**src/rtl/parking_lane_ctrl.sv**
```systemverilog
// Parking lot lane controller: per-lane barrier FSMs plus occupancy count.
// Optional PARK_PRESET_EN adds a preset_load/preset_val count override.

module parking_lane_fsm #(
    parameter int GATE_MS = 3000,
    parameter int TMR_W   = 12
) (
    input  logic clk,
    input  logic rst_n,
    input  logic tick,
    input  logic det,
    input  logic blocked,
    output logic gate,
    output logic commit,
    output logic refuse
);

    typedef enum logic [1:0] {
        IDLE,
        OPEN,
        HOLD,
        REFUSE
    } state_t;

    localparam logic [TMR_W-1:0] HOLD_LD = TMR_W'(GATE_MS);
    localparam logic [TMR_W-1:0] TMR_ONE = TMR_W'(1);

    state_t state;
    state_t state_nxt;
    logic [TMR_W-1:0] tmr;
    logic [TMR_W-1:0] tmr_nxt;
    logic det_q;
    logic rise;
    logic fall;

    assign rise = det & ~det_q;
    assign fall = ~det & det_q;

    // State, hold timer, sensor history and registered gate drive
    always_ff @(posedge clk or negedge rst_n) begin
        if (!rst_n) begin
            state <= IDLE;
            tmr   <= '0;
            det_q <= 1'b0;
            gate  <= 1'b0;
        end else begin
            state <= state_nxt;
            tmr   <= tmr_nxt;
            det_q <= det;
            gate  <= (state_nxt == OPEN) || (state_nxt == HOLD);
        end
    end

    // Next-state, timer and commit/refuse decode
    always_comb begin
        state_nxt = state;
        tmr_nxt   = tmr;
        commit    = 1'b0;
        refuse    = 1'b0;
        unique case (state)
            IDLE: begin
                if (rise) begin
                    if (blocked) begin
                        state_nxt = REFUSE;
                        refuse    = 1'b1;
                    end else begin
                        state_nxt = OPEN;
                    end
                end
            end
            OPEN: begin
                if (fall) begin
                    commit    = 1'b1;
                    tmr_nxt   = HOLD_LD;
                    state_nxt = HOLD;
                end
            end
            HOLD: begin
                if (rise) begin
                    state_nxt = OPEN;
                end else if (tick) begin
                    if (tmr == TMR_ONE) begin
                        tmr_nxt   = '0;
                        state_nxt = IDLE;
                    end else begin
                        tmr_nxt = tmr - TMR_ONE;
                    end
                end
            end
            REFUSE: begin
                if (fall) begin
                    state_nxt = IDLE;
                end
            end
        endcase
    end

endmodule

module parking_lane_ctrl #(
    parameter int CAPACITY = 8,
    parameter int CNT_W    = 4,
    parameter int GATE_MS  = 3000,
    parameter int TMR_W    = 12
) (
    input  logic             clk,
    input  logic             rst_n,
    input  logic             tick_ms,
    input  logic             entry_det,
    input  logic             exit_det,
`ifdef PARK_PRESET_EN
    input  logic             preset_load,
    input  logic [CNT_W-1:0] preset_val,
`endif
    output logic [CNT_W-1:0] count,
    output logic             full,
    output logic             entry_gate,
    output logic             exit_gate,
    output logic             entry_evt,
    output logic             exit_evt,
    output logic             reject
);

    localparam logic [CNT_W-1:0] CAP = CNT_W'(CAPACITY);
    localparam logic [CNT_W-1:0] ONE = CNT_W'(1);

    logic in_commit;
    logic out_commit;
    logic in_refuse;
    logic out_refuse;
    logic empty;
    logic [CNT_W-1:0] count_nxt;

    assign full  = (count == CAP);
    assign empty = (count == '0);

    parking_lane_fsm #(
        .GATE_MS (GATE_MS),
        .TMR_W   (TMR_W)
    ) u_entry (
        .clk     (clk),
        .rst_n   (rst_n),
        .tick    (tick_ms),
        .det     (entry_det),
        .blocked (full),
        .gate    (entry_gate),
        .commit  (in_commit),
        .refuse  (in_refuse)
    );

    parking_lane_fsm #(
        .GATE_MS (GATE_MS),
        .TMR_W   (TMR_W)
    ) u_exit (
        .clk     (clk),
        .rst_n   (rst_n),
        .tick    (tick_ms),
        .det     (exit_det),
        .blocked (empty),
        .gate    (exit_gate),
        .commit  (out_commit),
        .refuse  (out_refuse)
    );

    // Saturating occupancy update; simultaneous in/out cancels
    always_comb begin
        count_nxt = count;
        if (in_commit && !out_commit && (count < CAP)) begin
            count_nxt = count + ONE;
        end else if (out_commit && !in_commit && !empty) begin
            count_nxt = count - ONE;
        end
`ifdef PARK_PRESET_EN
        if (preset_load) begin
            count_nxt = (preset_val > CAP) ? CAP : preset_val;
        end
`endif
    end

    // Occupancy register and registered event pulses
    always_ff @(posedge clk or negedge rst_n) begin
        if (!rst_n) begin
            count     <= '0;
            entry_evt <= 1'b0;
            exit_evt  <= 1'b0;
            reject    <= 1'b0;
        end else begin
            count     <= count_nxt;
            entry_evt <= in_commit;
            exit_evt  <= out_commit;
            reject    <= in_refuse | out_refuse;
        end
    end

endmodule
```
**config.mk**
```make
export PLATFORM = sky130hd
export DESIGN_NAME = parking_lane_ctrl
export DESIGN_NICKNAME = d
export VERILOG_FILES = /design/src/rtl/parking_lane_ctrl.sv
export SDC_FILE = /design/constraint.sdc
export NUM_CORES = 1
export LEC_CHECK = 0
export BUFFER_PORTS_ARGS = -buffer_cell sky130_fd_sc_hd__buf_4
export CAP_MARGIN = 20
export CORE_MARGIN = 3
export CORE_UTILIZATION = 42
export DETAILED_ROUTE_END_ITERATION = 10
export PLACE_DENSITY = 0.65
export SLEW_MARGIN = 20
export SYNTH_ARGS = -nofsm -noshare
export SYNTH_HDL_FRONTEND = slang
export SYNTH_SLANG_ARGS = --single-unit
```
**constraint.sdc**
```tcl
create_clock -name clk -period 3.7 [get_ports clk]
set_input_delay 0.37 -clock clk [delete_from_list [all_inputs] [get_ports clk]]
set_output_delay 0.37 -clock clk [all_outputs]
set_load 0.05 [all_outputs]
```
==> results of run 1 <==
-- worst min path at each step --
| stage | depth (start not counted) | startpoint | slack, ns | endpoint |
|---|---|---|---|---|
| after floorplan | 0 | rst_n | 0.07 | count[0] |
| after global placement | 1 | rst_n | 0.37 | u_exit.state[0] |
| after detailed placement | 1 | rst_n | 0.38 | u_exit.state[0] |
| after CTS | 1 | rst_n | 0.05 | u_exit.tmr[5] |
| after global routing | 1 | rst_n | 0.05 | u_exit.tmr[5] |
| final | 1 | rst_n | 0.04 | u_exit.tmr[9] |
-- critical path, delay by kind of cell, from the launching register on --
| family | cells | cell delay (ns) |
|---|---|---|
| AO/OA/AOI/OAI | 3 | 0.44 |
| AND/OR/NAND/NOR | 3 | 1.25 |
| adder cells (fa/ha/maj) | 1 | 0.29 |
| flip-flops | 1 | 0.47 |
-- cells in the mapped netlist (all sizes together), types with 2 or more instances --
cell	instances	area, sq um
o31a	4	43.8
mux2	2	30.0
o21ai	15	75.1
or3	10	77.6
nor2b	3	18.8
a41oi	3	26.3
and4	2	20.0
o32ai	2	17.5
nor4	5	52.6
dfrtp	39	976
nand4	6	37.5
o32a	2	20.0
nand3	7	35.0
nand2b	7	43.8
nor3b	2	15.0
and3	2	12.5
o211ai	2	15.0
or4	3	22.5
o31ai	4	30.0
inv	13	48.8
o311ai	2	17.5
nor3	12	60.1
buf	7	48.8
a21oi	15	75.1
clkbuf	4	16.3
nand2	14	52.6
nor2	10	37.5
ha	6	75.1
and2	3	18.8
a21o	2	15.0
a31oi	6	37.5
o41ai	3	33.8
o22ai	6	37.5
-- state kept, by name, summed over array words and instances, names as in the netlist, 2 cells and up --
register	flops
u_entry.tmr	12
u_exit.tmr	12
count	4
u_entry.state	2
u_exit.state	2
-- where the power goes --
| group | switching, W | internal (W) |
|---|---|---|
| Clock | 0.000157 | 0.000132 |
| Combinational | 0.000367 | 0.000245 |
| Sequential | 0.000156 | 0.000524 |
| Total | 0.000680 | 0.000901 |
-- layer usage --
metal | global-route usage | vias to the layer above | share of wire
li1 | - | 949 | -
met1 | 0.249 | 928 | 0.49
met2 | 0.248 | 51 | 0.45
met3 | 0.0527 | 11 | 0.042
met4 | 0.0726 | 0 | 0.017
met5 | 0 | - | 0
-- area by class of cell --
cell class	count	area share
repair buffers	15	0.0442
clock buffers	6	0.0285
clock inverters	2	0.00491
inverters	14	0.0211
well taps	70	0.0344
flip-flops and latches	39	0.383
multi-input cells	179	0.484
-- cells by family after synthesis --
family,count (synthesis),synth area share
buffers and inverters,25,0.0510
AND/OR/NAND/NOR,92,0.240
flip-flops,39,0.419
adder cells (fa/ha/maj),8,0.0451
AO/OA/AOI/OAI,74,0.220
multiplexers,3,0.0172
XOR/XNOR,2,0.00752
-- stage by stage --
step | setup slack (ns) | utilization | instances
final | 1.16 | 0.487 | 325
after global routing | 0.972 | 0.487 | 325
after CTS | 1.14 | 0.487 | 325
after detailed placement | 1.15 | 0.470 | 317
after global placement | 1.17 | 0.470 | 317
after floorplan | 1.38 | - | 243
==> metrics.md, run 1 <==
| Metric | Value |
|---|---|
| Antenna-violating nets left | `0` |
| Shortest period the worst path allows | `2.54 ns` |
| Maximum buffer depth of the clock tree | `2` |
| Final period util | `0.687` |
| Reg2reg start | `u_entry.state[1]` |
| Timing-limited maximum frequency | `393 MHz` |
| Number of nets in the final layout | `266` |
| Layout fillers | `500` |
| Transition time at the pin with the least slew margin | `0.821 ns` |
| Initial core utilization | `0.445` |
| I/O pins | `15` |
| Outcome | `finished clean` |
| Die Y-Extent | `80.5 um` |
| Leakage power figure | `1.01 nW` |
| Vias/cell | `5.97` |
| TritonCTS clock tree | `built` |
| Most used cell along the critical path | `sky130_fd_sc_hd__a21o_1` |
| Detail-routed net length per standard cell | `15.4 um` |
| Congestion Overflow GR | `0` |
| Area occupied by registers | `976 sq um` |
| Post-route cell area | `2550 sq um` |
| Most frequent standard cell in the layout excluding fill and tap cells | `sky130_fd_sc_hd__dfrtp_1` |
| Post-CTS clock slew at the launch and capture registers of the worst setup and hold paths | `0.08 ns` |
| Hold-fix buffers at CTS | `0` |
| DP Area | `2460 sq um` |
| Final-report hold violation count | `0` |
| First-pass GRT wire length | `8800 um` |
| Horiz. Die Dim | `80.5 um` |
| Sequential area share after synthesis | `0.419` |
| Synthesis-stage register bit count | `39` |
| Max-Cap Viols | `0` |
| Timing endpoint of the critical path | `count[3]` |
| Routed wire length | `5020 um` |
| Number of enable-type register cells in the synthesized netlist | `0` |
| Cell variety after synth | `65` |
| Total clock buffers created by CTS | `5` |
| Initial antenna violation count | `0` |
| Total Die Area | `6470 sq um` |
| Final HPWL from detailed placement | `3470 um` |
| Antenna diode count | `0` |
| Cell depth of the worst flop-to-flop path | `7` |
| Total standard cell area after synthesis | `2330 sq um` |
| GRT Total Usage | `0.176` |
| Highest cell delay on the worst timing path | `0.50 ns` |
| End of the worst register-to-register path | `count[3]` |
| Mean instance size in the synthesized netlist | `9.58 sq um` |
| Prevailing post-synth register cell | `sky130_fd_sc_hd__dfrtp_1` |
| Final total negative setup slack | `0 ns` |
| Setup repair bufs after CTS | `0` |
| Number of buffer cells added on primary ports | `14` |
| Worst path cell trace | `nand4bb_1, or3_4, ha_1, a21o_1, a21o_1, or3_1, o211ai_1` |
| Launch point of the worst path | `u_entry.state[1]` |
| Cell with the largest stage delay on the worst path | `sky130_fd_sc_hd__or3_4` |
| Share of cells above drive strength 1 | `0.141` |
| Std cell rows | `26` |
| Number of levels the H-tree was split into | `2` |
| Area taken by multi-input logic gates | `1230 sq um` |
| Critical path data required time | `3.92 ns` |
| Cells after Synth | `243` |
| Drt initial violations | `189` |
| Startpoint-to-endpoint class of the critical path | `flop to flop` |
| Worst-Skew Late Latency | `0.30 ns` |
| Worst path arrival time | `2.76 ns` |
| Share of synthesized registers carrying an async set or reset | `1.00` |
| Area of the core region | `5240 sq um` |
| Slew HR | `0.452` |
| Type of element launching the critical path | `flop` |
| R2R Setup Slk | `1.16 ns` |
| Leading cell types in the layout, fill and taps excluded | `sky130_fd_sc_hd__dfrtp_1, sky130_fd_sc_hd__a21oi_1, sky130_fd_sc_hd__buf_4, sky130_fd_sc_hd__nand2_1, sky130_fd_sc_hd__o21ai_0` |
| Total via count after detailed routing | `1939` |
| RSZ-0062 raised after global routing | `no` |
| Clock Skews | `0.00776 ns` |
| Placer's final routability congestion estimate | `0.877` |
| Pin count of the biggest net entering global routing | `40` |
| Number of synthesis warnings | `0` |
| Number of sinks driven by the clock tree | `39` |
| Worst vdd rail ir drop | `0.367 mV` |
| Layout area overhead | `9.46%` |
| Total chip power | `0.00158 W` |
| Total DRC errors in the routed layout | `0` |
| Post-cts resize count | `0` |
| Final Max Slew Viols | `0` |
| Number of optimization iterations in the first detailed-route pass | `5` |
| Power per unit of standard cell area | `620 nW/um^2` |
| Net Count, Synth | `255` |
| Via count of the first global-routing pass | `1806` |
| Crit-path max FO | `9` |
| Class of the worst hold path | `primary input to async pin` |
| Setup-failing EPs final | `0` |
| Cell at the root of the clock tree | `sky130_fd_sc_hd__clkbuf_8` |
| Hold slack | `0.0375 ns` |
| Crit end category | `flop` |
Note: power is estimated with default switching activity, not from simulation.
==> inputs of run 2 (changes only) <==
ABC_AREA = 1   (was not set)
PLACE_DENSITY = 0.67   (was 0.65)
clock period = 2.06 ns   (was 3.7 ns; I/O delays follow)
==> metrics.md, run 2 <==
| Metric | Value |
|---|---|
| Post-CTS clock slew at the launch and capture registers of the worst setup and hold paths | `0.07 ns (was 0.08 ns)` |
| Antenna-violating nets left | `0 (unchanged)` |
| Largest registers | `u_entry.tmr: 12 flops, u_exit.tmr: 12 flops, count: 4 flops (unchanged)` |
| Total clock buffers created by CTS | `5 (unchanged)` |
| Final total negative setup slack | `0 ns (unchanged)` |
| Crit end category | `flop (unchanged)` |
| Most frequent standard cell in the layout excluding fill and tap cells | `sky130_fd_sc_hd__nand2_1 (was sky130_fd_sc_hd__dfrtp_1)` |
| Sink of the worst hold path | `u_entry.det_q` |
| Placer's final routability congestion estimate | `0.886 (was 0.877)` |
| Leading area contributor after synthesis | `sky130_fd_sc_hd__dfrtp_1 (unchanged)` |
| Combinational family with the most area after synthesis | `simple AND/OR/NAND/NOR gates (unchanged)` |
| I/O pins | `15 (unchanged)` |
| TritonCTS clock tree | `built (unchanged)` |
| Number of enable-type register cells in the synthesized netlist | `0 (unchanged)` |
| Layout fillers | `510 (was 500)` |
| Outcome | `finished clean (unchanged)` |
| Congestion Overflow GR | `0 (unchanged)` |
| Timing-limited maximum frequency | `536 MHz (was 393 MHz)` |
| Horiz. Die Dim | `79.9 um (was 80.5 um)` |
| R2R Setup Slk | `0.19 ns (was 1.16 ns)` |
| First-pass GRT wire length | `8190 um (was 8800 um)` |
| Total standard cell area after synthesis | `2300 sq um (was 2330 sq um)` |
| Number of optimization iterations in the first detailed-route pass | `4 (was 5)` |
| Cell variety after synth | `28 (was 65)` |
| Adder and majority cell fraction of the synthesized area | `0.0414 (was 0.0451)` |
| Net Count, Synth | `314 (was 255)` |
| Fraction of post-synthesis cell area in the top cell type by area | `0.425 (was 0.419)` |
| Final HPWL from detailed placement | `3420 um (was 3470 um)` |
| RSZ-0062 raised after global routing | `no (unchanged)` |
| Die Y-Extent | `79.9 um (was 80.5 um)` |
| Cells after Synth | `302 (was 243)` |
| Leading cell types in the layout, fill and taps excluded | `sky130_fd_sc_hd__nand2_1, sky130_fd_sc_hd__inv_1, sky130_fd_sc_hd__dfrtp_1, sky130_fd_sc_hd__nor2_1, sky130_fd_sc_hd__nand3_1 (was sky130_fd_sc_hd__dfrtp_1, sky130_fd_sc_hd__a21oi_1, sky130_fd_sc_hd__buf_4, sky130_fd_sc_hd__nand2_1, sky130_fd_sc_hd__o21ai_0)` |
| Initial antenna violation count | `0 (unchanged)` |
| GRT Total Usage | `0.162 (was 0.176)` |
| Detail-routed net length per standard cell | `11.7 um (was 15.4 um)` |
| Power per unit of standard cell area | `999 nW/um^2 (was 620 nW/um^2)` |
| Worst vdd rail ir drop | `0.706 mV (was 0.367 mV)` |
| Number of levels the H-tree was split into | `2 (unchanged)` |
| Number of buffer cells added on primary ports | `14 (unchanged)` |
| Prevailing post-synth register cell | `sky130_fd_sc_hd__dfrtp_1 (unchanged)` |
| Antenna diode count | `0 (unchanged)` |
| Final period util | `0.906 (was 0.687)` |
| Max-Cap Viols | `0 (unchanged)` |
| Area of the core region | `5200 sq um (was 5240 sq um)` |
| Sequential area share after synthesis | `0.425 (was 0.419)` |
| Launch point of the worst hold path | `entry_det` |
| Setup slack at placement | `0.215 ns (was 1.15 ns)` |
| Slew HR | `0.672 (was 0.452)` |
| Synth top area cells | `sky130_fd_sc_hd__dfrtp_1, sky130_fd_sc_hd__nand2_1, sky130_fd_sc_hd__inv_1 (was sky130_fd_sc_hd__dfrtp_1, sky130_fd_sc_hd__a21oi_1, sky130_fd_sc_hd__ha_1)` |
| Clock Skews | `0.00823 ns (was 0.00776 ns)` |
| Setup-failing EPs final | `0 (unchanged)` |
| Critical path data required time | `2.23 ns (was 3.92 ns)` |
| Via count of the first global-routing pass | `1868 (was 1806)` |
| Crit-path max FO | `5 (was 9)` |
| Synthesis-stage register bit count | `39 (unchanged)` |
| Std cell rows | `26 (unchanged)` |
| Startpoint-to-endpoint class of the critical path | `flop to flop (unchanged)` |
| Number of synthesis warnings | `0 (unchanged)` |
| Setup repair bufs after CTS | `0 (unchanged)` |
| DP Area | `2500 sq um (was 2460 sq um)` |
| Cell with the most instances after synthesis | `sky130_fd_sc_hd__nand2_1 (was sky130_fd_sc_hd__dfrtp_1)` |
| Fraction of the mapped netlist area in compound gates | `0.0943 (was 0.220)` |
| Final Max Slew Viols | `0 (unchanged)` |
| Total DRC errors in the routed layout | `0 (unchanged)` |
| Class of the worst hold path | `primary input to flop (was primary input to async pin)` |
| Portion of netlist area occupied by mux cells | `0 (was 0.0172)` |
| Number of nets in the final layout | `337 (was 266)` |
| Total via count after detailed routing | `1944 (was 1939)` |
| Layout area overhead | `13.0% (was 9.46%)` |
| Leakage power figure | `1.23 nW (was 1.01 nW)` |
| Simple-gate portion of the synthesized area | `0.304 (was 0.240)` |
| Cell depth of the worst flop-to-flop path | `9 (was 7)` |
| Pin count of the biggest net entering global routing | `40 (unchanged)` |
| Vias/cell | `4.91 (was 5.97)` |
| Depth of the worst hold-timing path | `1` |
| Final-report hold violation count | `0 (unchanged)` |
| Cell at the root of the clock tree | `sky130_fd_sc_hd__clkbuf_8 (unchanged)` |
| Post-route cell area | `2590 sq um (was 2550 sq um)` |
| Transition time at the pin with the least slew margin | `0.492 ns (was 0.821 ns)` |
| Number of sinks driven by the clock tree | `39 (unchanged)` |
| Routed wire length | `4640 um (was 5020 um)` |
| Total Die Area | `6390 sq um (was 6470 sq um)` |
| Synth Area in XOR/XNOR | `0.0458 (was 0.00752)` |
| Maximum buffer depth of the clock tree | `2 (unchanged)` |
| Worst path arrival time | `2.04 ns (was 2.76 ns)` |
| Share of cells above drive strength 1 | `0.147 (was 0.141)` |
| Reg2reg start | `u_entry.state[0] (was u_entry.state[1])` |
| Worst setup slack after layout | `0.194 ns (was 1.16 ns)` |
| Worst-Skew Late Latency | `0.29 ns (was 0.30 ns)` |
| Most frequent cells after synthesis | `sky130_fd_sc_hd__nand2_1, sky130_fd_sc_hd__inv_1, sky130_fd_sc_hd__dfrtp_1, sky130_fd_sc_hd__nor2_1, sky130_fd_sc_hd__nand3_1 (was sky130_fd_sc_hd__dfrtp_1, sky130_fd_sc_hd__a21oi_1, sky130_fd_sc_hd__nand2_1, sky130_fd_sc_hd__o21ai_0)` |
| Initial core utilization | `0.441 (was 0.445)` |
| Drt initial violations | `72 (was 189)` |
| Mean instance size in the synthesized netlist | `7.60 sq um (was 9.58 sq um)` |
| End of the worst register-to-register path | `count[3] (unchanged)` |
| Shortest period the worst path allows | `1.87 ns (was 2.54 ns)` |
| Type of element launching the critical path | `flop (unchanged)` |
| Share of synthesized registers carrying an async set or reset | `1.00 (unchanged)` |
-- run 2: changes by cell type after synthesis, moves of 5 or more --
| cell | previous run | this run |
|---|---|---|
| sky130_fd_sc_hd__or3_1 | 7 | 0 |
| sky130_fd_sc_hd__inv_1 | 12 | 45 |
| sky130_fd_sc_hd__nor2_1 | 10 | 35 |
| sky130_fd_sc_hd__nand2_2 | 0 | 5 |
| sky130_fd_sc_hd__a31oi_1 | 6 | 0 |
| sky130_fd_sc_hd__a22oi_1 | 1 | 6 |
| sky130_fd_sc_hd__nand2_1 | 14 | 62 |
| sky130_fd_sc_hd__inv_2 | 1 | 8 |
| sky130_fd_sc_hd__nand3_1 | 7 | 28 |
| sky130_fd_sc_hd__xor2_1 | 1 | 10 |
| sky130_fd_sc_hd__nand2b_1 | 7 | 0 |
-- run 2: layer usage --
metal | track usage | part of all wire | vias up
li1 | - | - | 998
met1 | 0.210 | 0.49 | 904
met2 | 0.273 | 0.46 | 37
met3 | 0.0305 | 0.039 | 5
met4 | 0.0473 | 0.012 | 0
met5 | 0 | 0 | -
-- run 2: cell type report --
cell class | count | area [sq um] | area share
multi-input combinational | 209 | 1110 | 0.429
sequential | 39 | 976 | 0.376
inverter | 53 | 199 | 0.0767
timing repair buffer | 17 | 130 | 0.0501
tap | 70 | 87.6 | 0.0338
clock buffer | 5 | 68.8 | 0.0265
clock inverter | 3 | 20.0 | 0.00771
-- run 2: power by group --
part	switching [W]	internal (W)	leakage (nW)
clock network	0.000288	0.000236	0.0402
logic	0.000691	0.000339	0.747
registers	0.000133	0.000905	0.444
total	0.00111	0.00148	1.23
-- run 2: kinds of logic after synthesis --
kind of cell | after synthesis
simple gates | 154
buf+inv | 54
flops | 39
compound gates | 36
xor+xnor | 12
fa+ha+maj | 7
-- run 2: worst max path at each step --
stage | start | endpoint | slack [ns]
3_5_place_dp | u_entry.state[0] | count[3] | 0.21
6_report | u_entry.state[0] | count[3] | 0.19
4_1_cts | u_entry.state[0] | count[3] | 0.21
3_3_place_gp | u_entry.det_q | count[3] | 0.29
5_1_grt | u_entry.det_q | count[3] | 0.03
2_1_floorplan | u_entry.state[0] | count[3] | 0.36
-- run 2: through the flow --
stage / power [W] / std cells / util / hold slack, ns
floorplan: 0.00181 / 302 / - / -0.0896
global placement: 0.00206 / 387 / 0.480 / 0.217
detailed placement: 0.00209 / 387 / 0.480 / 0.215
CTS: 0.00262 / 396 / 0.499 / 0.0293
global route: 0.00278 / 396 / 0.499 / 0.0306
finish: 0.00259 / 396 / 0.499 / 0.0400
-- run 2: repair_timing --
item | CTS | global route
hold endpoints to repair | 39 | 0
hold buffers | 1 | 0
gates resized for setup | 0 | 0
-- run 2: worst max-delay path: stages (launching register included) --
cell                      delay (ns)
sky130_fd_sc_hd__dfrtp_1        0.43
sky130_fd_sc_hd__inv_2          0.09
sky130_fd_sc_hd__nor2_2         0.10
sky130_fd_sc_hd__nand2_2        0.10
sky130_fd_sc_hd__inv_2          0.10
sky130_fd_sc_hd__nand3_1        0.17
sky130_fd_sc_hd__ha_1           0.37
sky130_fd_sc_hd__a21oi_1        0.14
sky130_fd_sc_hd__nand3_1        0.10
sky130_fd_sc_hd__xor2_1         0.15
